### src/rtl/midi_pkg.sv
// Shared MIDI definitions: system real-time byte values, default bit rate,
// receiver state encoding and the 3-sample majority helper.
package midi_pkg;

    localparam logic [7:0] TIME_CLOCK   = 8'hF8;
    localparam logic [7:0] TIME_START   = 8'hFA;
    localparam logic [7:0] TIME_CONT    = 8'hFB;
    localparam logic [7:0] TIME_STOP    = 8'hFC;
    localparam logic [7:0] ACTIVE_SENSE = 8'hFE;

    localparam int DEFAULT_BAUD = 31_250;

    typedef enum logic [2:0] {
        IDLE,
        START,
        DATA,
        STOP,
        BREAK
    } rx_state_t;

    function automatic logic majority3(input logic a, input logic b, input logic c);
        return (a & b) | (a & c) | (b & c);
    endfunction

endpackage

### src/rtl/midi_baud_tick.sv
// Oversampling prescaler: one-cycle tick every DIV clocks, restartable by a
// synchronous clear so the tick phase can be aligned to a start edge.
module midi_baud_tick #(
    parameter int DIV = 24
) (
    input  logic clk,
    input  logic rst_n,
    input  logic clr,
    output logic tick
);

    localparam int CW = (DIV < 2) ? 1 : $clog2(DIV);
    localparam logic [CW-1:0] LAST = CW'(DIV - 1);

    if (DIV < 2) begin : g_div_check
        $error("midi_baud_tick: DIV must be at least 2");
    end

    logic [CW-1:0] cnt_reg;

    always_ff @(posedge clk) begin
        if (!rst_n || clr) begin
            cnt_reg <= '0;
        end else if (cnt_reg == LAST) begin
            cnt_reg <= '0;
        end else begin
            cnt_reg <= cnt_reg + 1'b1;
        end
    end

    assign tick = (cnt_reg == LAST);

endmodule

### src/rtl/midi_uart_rx.sv
// MIDI IN receiver: 8N1, 16x oversampling, 2-flop synchronizer, majority vote.
// Optional build macro MIDI_RX_ACTIVE_SENSE_FILTER_EN drops Active Sensing (8'hFE).
module midi_uart_rx
    import midi_pkg::*;
#(
    parameter int CLK_HZ = 12_000_000,
    parameter int BAUD   = DEFAULT_BAUD,
    parameter int OVS    = 16
) (
    input  logic       clk,
    input  logic       rst_n,
    input  logic       midi_in,
    output logic [7:0] midi_word,
    output logic       midi_valid,
    output logic       frame_err,
    output logic       rx_busy
);

    localparam int DIV = (CLK_HZ + BAUD * OVS / 2) / (BAUD * OVS);

    if (OVS != 16) begin : g_ovs_check
        $error("midi_uart_rx: only OVS = 16 is supported");
    end

    logic       sync1_reg, sync2_reg;
    logic       rx_s;
    logic       tick;
    logic       clr;

    rx_state_t  state_reg, state_next;
    logic [3:0] tc_reg, tc_next;
    logic [2:0] bit_idx_reg, bit_idx_next;
    logic [7:0] shreg_reg, shreg_next;
    logic [1:0] samp_reg, samp_next;
    logic [7:0] word_reg, word_next;
    logic       valid_reg, valid_next;
    logic       ferr_reg, ferr_next;
    logic       bk_ok_reg, bk_ok_next;

    logic [3:0] tc_inc;
    logic       maj;
    logic       in_frame;

    always_ff @(posedge clk) begin
        if (!rst_n) begin
            sync1_reg <= 1'b1;
            sync2_reg <= 1'b1;
        end else begin
            sync1_reg <= midi_in;
            sync2_reg <= sync1_reg;
        end
    end

    assign rx_s = sync2_reg;

    midi_baud_tick #(
        .DIV(DIV)
    ) u_tick (
        .clk  (clk),
        .rst_n(rst_n),
        .clr  (clr),
        .tick (tick)
    );

    // tc holds the index of the latest tick; the start detection itself is tick 0.
    assign tc_inc   = tc_reg + 4'd1;
    assign maj      = majority3(samp_reg[1], samp_reg[0], rx_s);
    assign in_frame = (state_reg == START) || (state_reg == DATA) || (state_reg == STOP);

    always_comb begin
        state_next   = state_reg;
        tc_next      = tc_reg;
        bit_idx_next = bit_idx_reg;
        shreg_next   = shreg_reg;
        samp_next    = samp_reg;
        word_next    = word_reg;
        valid_next   = 1'b0;
        ferr_next    = 1'b0;
        bk_ok_next   = bk_ok_reg;
        clr          = 1'b0;

        if (in_frame && tick) begin
            tc_next = tc_inc;
            if (tc_inc == 4'd7) samp_next[1] = rx_s;
            if (tc_inc == 4'd8) samp_next[0] = rx_s;
        end

        case (state_reg)
            IDLE: begin
                if (!rx_s) begin
                    state_next   = START;
                    tc_next      = 4'd0;
                    bit_idx_next = 3'd0;
                    clr          = 1'b1;
                end
            end
            START: begin
                if (tick) begin
                    if (tc_inc == 4'd9 && maj) begin
                        state_next = IDLE;
                    end else if (tc_inc == 4'd0) begin
                        state_next   = DATA;
                        bit_idx_next = 3'd0;
                    end
                end
            end
            DATA: begin
                if (tick) begin
                    if (tc_inc == 4'd9) begin
                        shreg_next = {maj, shreg_reg[7:1]};
                    end
                    if (tc_inc == 4'd0) begin
                        if (bit_idx_reg == 3'd7) begin
                            state_next = STOP;
                        end else begin
                            bit_idx_next = bit_idx_reg + 3'd1;
                        end
                    end
                end
            end
            STOP: begin
                // Leave mid-stop-bit so the next start edge is caught early.
                if (tick && tc_inc == 4'd9) begin
                    if (maj) begin
                        state_next = IDLE;
`ifdef MIDI_RX_ACTIVE_SENSE_FILTER_EN
                        if (shreg_reg != ACTIVE_SENSE) begin
                            word_next  = shreg_reg;
                            valid_next = 1'b1;
                        end
`else
                        word_next  = shreg_reg;
                        valid_next = 1'b1;
`endif
                    end else begin
                        ferr_next  = 1'b1;
                        bk_ok_next = 1'b0;
                        state_next = BREAK;
                    end
                end
            end
            BREAK: begin
                // Line must stay high across a whole tick interval before rearming.
                if (!rx_s) begin
                    bk_ok_next = 1'b0;
                end else if (tick) begin
                    if (bk_ok_reg) begin
                        state_next = IDLE;
                    end else begin
                        bk_ok_next = 1'b1;
                    end
                end
            end
            default: begin
                state_next = IDLE;
            end
        endcase
    end

    always_ff @(posedge clk) begin
        if (!rst_n) begin
            state_reg   <= IDLE;
            tc_reg      <= 4'd0;
            bit_idx_reg <= 3'd0;
            shreg_reg   <= 8'h00;
            samp_reg    <= 2'b00;
            word_reg    <= 8'h00;
            valid_reg   <= 1'b0;
            ferr_reg    <= 1'b0;
            bk_ok_reg   <= 1'b0;
        end else begin
            state_reg   <= state_next;
            tc_reg      <= tc_next;
            bit_idx_reg <= bit_idx_next;
            shreg_reg   <= shreg_next;
            samp_reg    <= samp_next;
            word_reg    <= word_next;
            valid_reg   <= valid_next;
            ferr_reg    <= ferr_next;
            bk_ok_reg   <= bk_ok_next;
        end
    end

    assign midi_word  = word_reg;
    assign midi_valid = valid_reg;
    assign frame_err  = ferr_reg;
    assign rx_busy    = (state_reg != IDLE);

endmodule

### config.mk
export PLATFORM = sky130hd
export DESIGN_NAME = midi_uart_rx
export DESIGN_NICKNAME = d
export VERILOG_FILES = /design/src/rtl/midi_pkg.sv /design/src/rtl/midi_baud_tick.sv /design/src/rtl/midi_uart_rx.sv
export SDC_FILE = /design/constraint.sdc
export NUM_CORES = 1
export LEC_CHECK = 0
export CORE_MARGIN = 2
export CORE_UTILIZATION = 25
export CTS_CLUSTER_SIZE = 10
export DETAILED_ROUTE_END_ITERATION = 12
export PLACE_DENSITY = 0.39
export SLEW_MARGIN = 5
export SYNTH_ARGS = -nofsm -noshare
export SYNTH_HDL_FRONTEND = slang
export SYNTH_SLANG_ARGS = --single-unit
### constraint.sdc
create_clock -name clk -period 2.12 [get_ports clk]
set_input_delay 0.212 -clock clk [delete_from_list [all_inputs] [get_ports clk]]
set_output_delay 0.212 -clock clk [all_outputs]
set_load 0.05 [all_outputs]
==> reports/summary.txt <==
Synth cell types: 50
Row count: 31
Area share of the largest cell type after synthesis: 0.418
CTS clk-pin slew, worst paths: 0.08 ns
Max frequency: 0.516 GHz
Critical path destination: bit_idx_reg[1]$_SDFFE_PN0P_
Yosys reg bits: 38
CP Depth: 6
CORE AREA: 7140 um^2
Share of flip-flops with an asynchronous set or reset: 0
Setup TNS: 0 ns
Synth area leaders: dfxtp_1 42%, mux2i_1 11%, ha_1 4.1%
Hold Crit Class: reg2reg
Final setup vio count: 0
Crit-path leading delay family: simple AND/OR/NAND/NOR gates
R2R depth: 6
Postcts setup bufs: 0
Vias in the first global route: 1312
Initial drt markers: 25
Remaining Overflow, GRT: 0
YS warnings: 0
Initial antenna violation count: 0
Initial Util: 0.255
Kind of critical path: reg2reg
Post-DP HPWL: 2.80 mm
Number of inserted diodes: 0
Most common cell after layout, fill and taps aside: dfxtp_1
Fill cells: 773
Die X: 89.3 um
Fin util: 0.320
Max-Cap Viols: 0
Final hold vios: 0
Drt drc: 0
Critical-path cell with the highest stage delay: or4_4
RSZ-0062 raised after global routing: false
CTS tree: done
Total wire length: 4.00 mm
Crit path time final: 1.94 ns
Pwr dens: 688 nW/um^2
Critical Path Source: tc_reg[1]$_SDFF_PN0_
Boundary Pins: 14
P_leak: 0.891 nW
Register area share after synthesis: 0.418
Post-layout nets: 225
Status: finished clean
Maximum vdd drop: 0.299 mV
Global-route wire length before repair: 6.64 mm
Area grow syn2layout: 25.7%
Worst Skew: 0.00758 ns
Crit. End Element: flip-flop
Drt via density: 4.41
Skew-Pair Late Insertion Delay: 0.30 ns
Relative slew slack: 0.669
Max Buffers Root-to-Sink: 2
R2r startpoint: tc_reg[1]$_SDFF_PN0_
Synth Flop Type: dfxtp_1
Pre-antenna DRT Iters: 4
CP Buf/Inv Count: 0
Crit path max fanout: 7
Tcrit/Tclk final: 0.915
Net Count, Synth: 201
Via count: 1393
CTS Sinks: 38
PnR Total Power: 0.00157 W
Leading area contributor after synthesis: dfxtp_1
Max-slew violation count: 0
Largest net degree at the start of global routing: 18
Mean routed wirelength per cell: 12.7 um
Most frequent cells in the layout: 37 x dfxtp_1, 20 x mux2i_1, 19 x nor2_1
H-tree Lvls: 2
Placer Congestion: 0.762
Antenna viol nets, final: 0
R2r endpoint: bit_idx_reg[1]$_SDFFE_PN0P_
Die H: 89.3 um
CP arrival: 2.12 ns
Worst-Margin Slew: 0.495 ns
Avg Cell Area, Syn: 9.47 um^2
Root buffer cell: clkbuf_8
Post-Syn Area: 1820 um^2
Post-Synthesis Cells: 192
Crit-path max cell delay: 0.50 ns
Critical path required time: 2.30 ns
Total track usage: 0.112
Worst setup SP type: flip-flop
CTS Buf Count: 5
Worst path cell trace: ha_2 -> nand2_1 -> or4_4 -> o21a_1 -> o31ai_1 -> a21oi_1
Register-to-Register Setup Slack: 0.18 ns
Share of cells above drive strength 1: 0.189
EDFF count, synth: 0
Die area: 7970 um^2
PortBufs: 13
[Yosys cell counts (2+ instances only)]
| cell type | number |
|---|---|
| xnor2_1 | 4 |
| nand3b_1 | 2 |
| a21oi_1 | 9 |
| inv_1 | 4 |
| clkbuf_1 | 6 |
| nand4b_1 | 2 |
| xor2_1 | 2 |
| or3_1 | 2 |
| dfxtp_1 | 38 |
| o31ai_1 | 3 |
| buf_2 | 2 |
| ha_1 | 6 |
| nor2_2 | 8 |
| nor3_1 | 8 |
| nor2b_1 | 2 |
| mux2i_1 | 20 |
| nor2_1 | 19 |
| nand3_1 | 4 |
| nand2_1 | 13 |
| nor3b_1 | 2 |
| nand2b_1 | 3 |
| o21ai_0 | 5 |
[worst min-delay path by stage]
stage,startpoint,end,slack (ns),cells after the start
finish,sync1_reg$_SDFF_PN1_,rx_s$_SDFF_PN1_,0.41,1
floorplan,midi_in,sync1_reg$_SDFF_PN1_,0.31,1
global route,sync1_reg$_SDFF_PN1_,rx_s$_SDFF_PN1_,0.44,1
CTS,sync1_reg$_SDFF_PN1_,rx_s$_SDFF_PN1_,0.42,1
global placement,sync1_reg$_SDFF_PN1_,rx_s$_SDFF_PN1_,0.40,1
detailed placement,sync1_reg$_SDFF_PN1_,rx_s$_SDFF_PN1_,0.40,1
[what timing repair did]
action / CTS / global route
hold buffers: 0 / 0
hold endpoints to repair: 0 / 0
endpoints found under the setup margin: 0 / 9
gates resized for setup: 0 / 2
[metrics by stage]
| stage | std cells | hold WS (ns) | setup WS, ns | instance area [um^2] |
|---|---|---|---|---|
| final | 316 | 0.415 | 0.181 | 2280 |
| after global routing | 316 | 0.444 | 0.0588 | 2280 |
| after CTS | 316 | 0.422 | 0.0624 | 2280 |
| after detailed placement | 308 | 0.401 | 0.0671 | 2140 |
| after global placement | 308 | 0.403 | 0.0953 | 2140 |
| after floorplan | 192 | 0.313 | 0.212 | 1820 |
[metal layers]
layer / part of all wire / track usage / routed length [um]
met1: 0.52 / 0.158 / 2100
met2: 0.44 / 0.158 / 1740
met3: 0.021 / 0.0332 / 84
met4: 0.019 / 0.0448 / 74
met5: 0 / 0 / 0
[where the power goes]
group | switching, W | internal [W]
registers | 0.0000129 | 0.000722
logic | 0.0000448 | 0.0000309
clock network | 0.000289 | 0.000472
total | 0.000347 | 0.00123
[logic make-up (layout without fill, tap and decap cells)]
group,count (synthesis),after routing,synth area share
buffers and inverters,13,38,0.0282
AND/OR/NAND/NOR,77,77,0.240
flip-flops,38,38,0.418
AO/OA/AOI/OAI,31,31,0.127
multiplexers,20,20,0.110
adder cells (fa/ha/maj),7,7,0.0468
XOR/XNOR,6,6,0.0289
[worst register-to-register path: cells and delay by family, from the launching register on]
family / cells / cell delay (ns)
AOI/OAI and AO/OA: 3 / 0.54
DFF: 1 / 0.41
and+or+nand+nor: 2 / 0.60
adders and majority gates: 1 / 0.27
[layout make-up]
cell class,instances,area (um^2),share of cell area
clock buffers,5,68.8,0.0301
clock inverters,3,68.8,0.0301
inverters,4,15.0,0.00657
multi-input cells,141,1010,0.441
flip-flops and latches,38,762,0.334
well taps,99,124,0.0542
repair buffers,26,238,0.104
No activity file was read; power rests on OpenSTA's default activity.
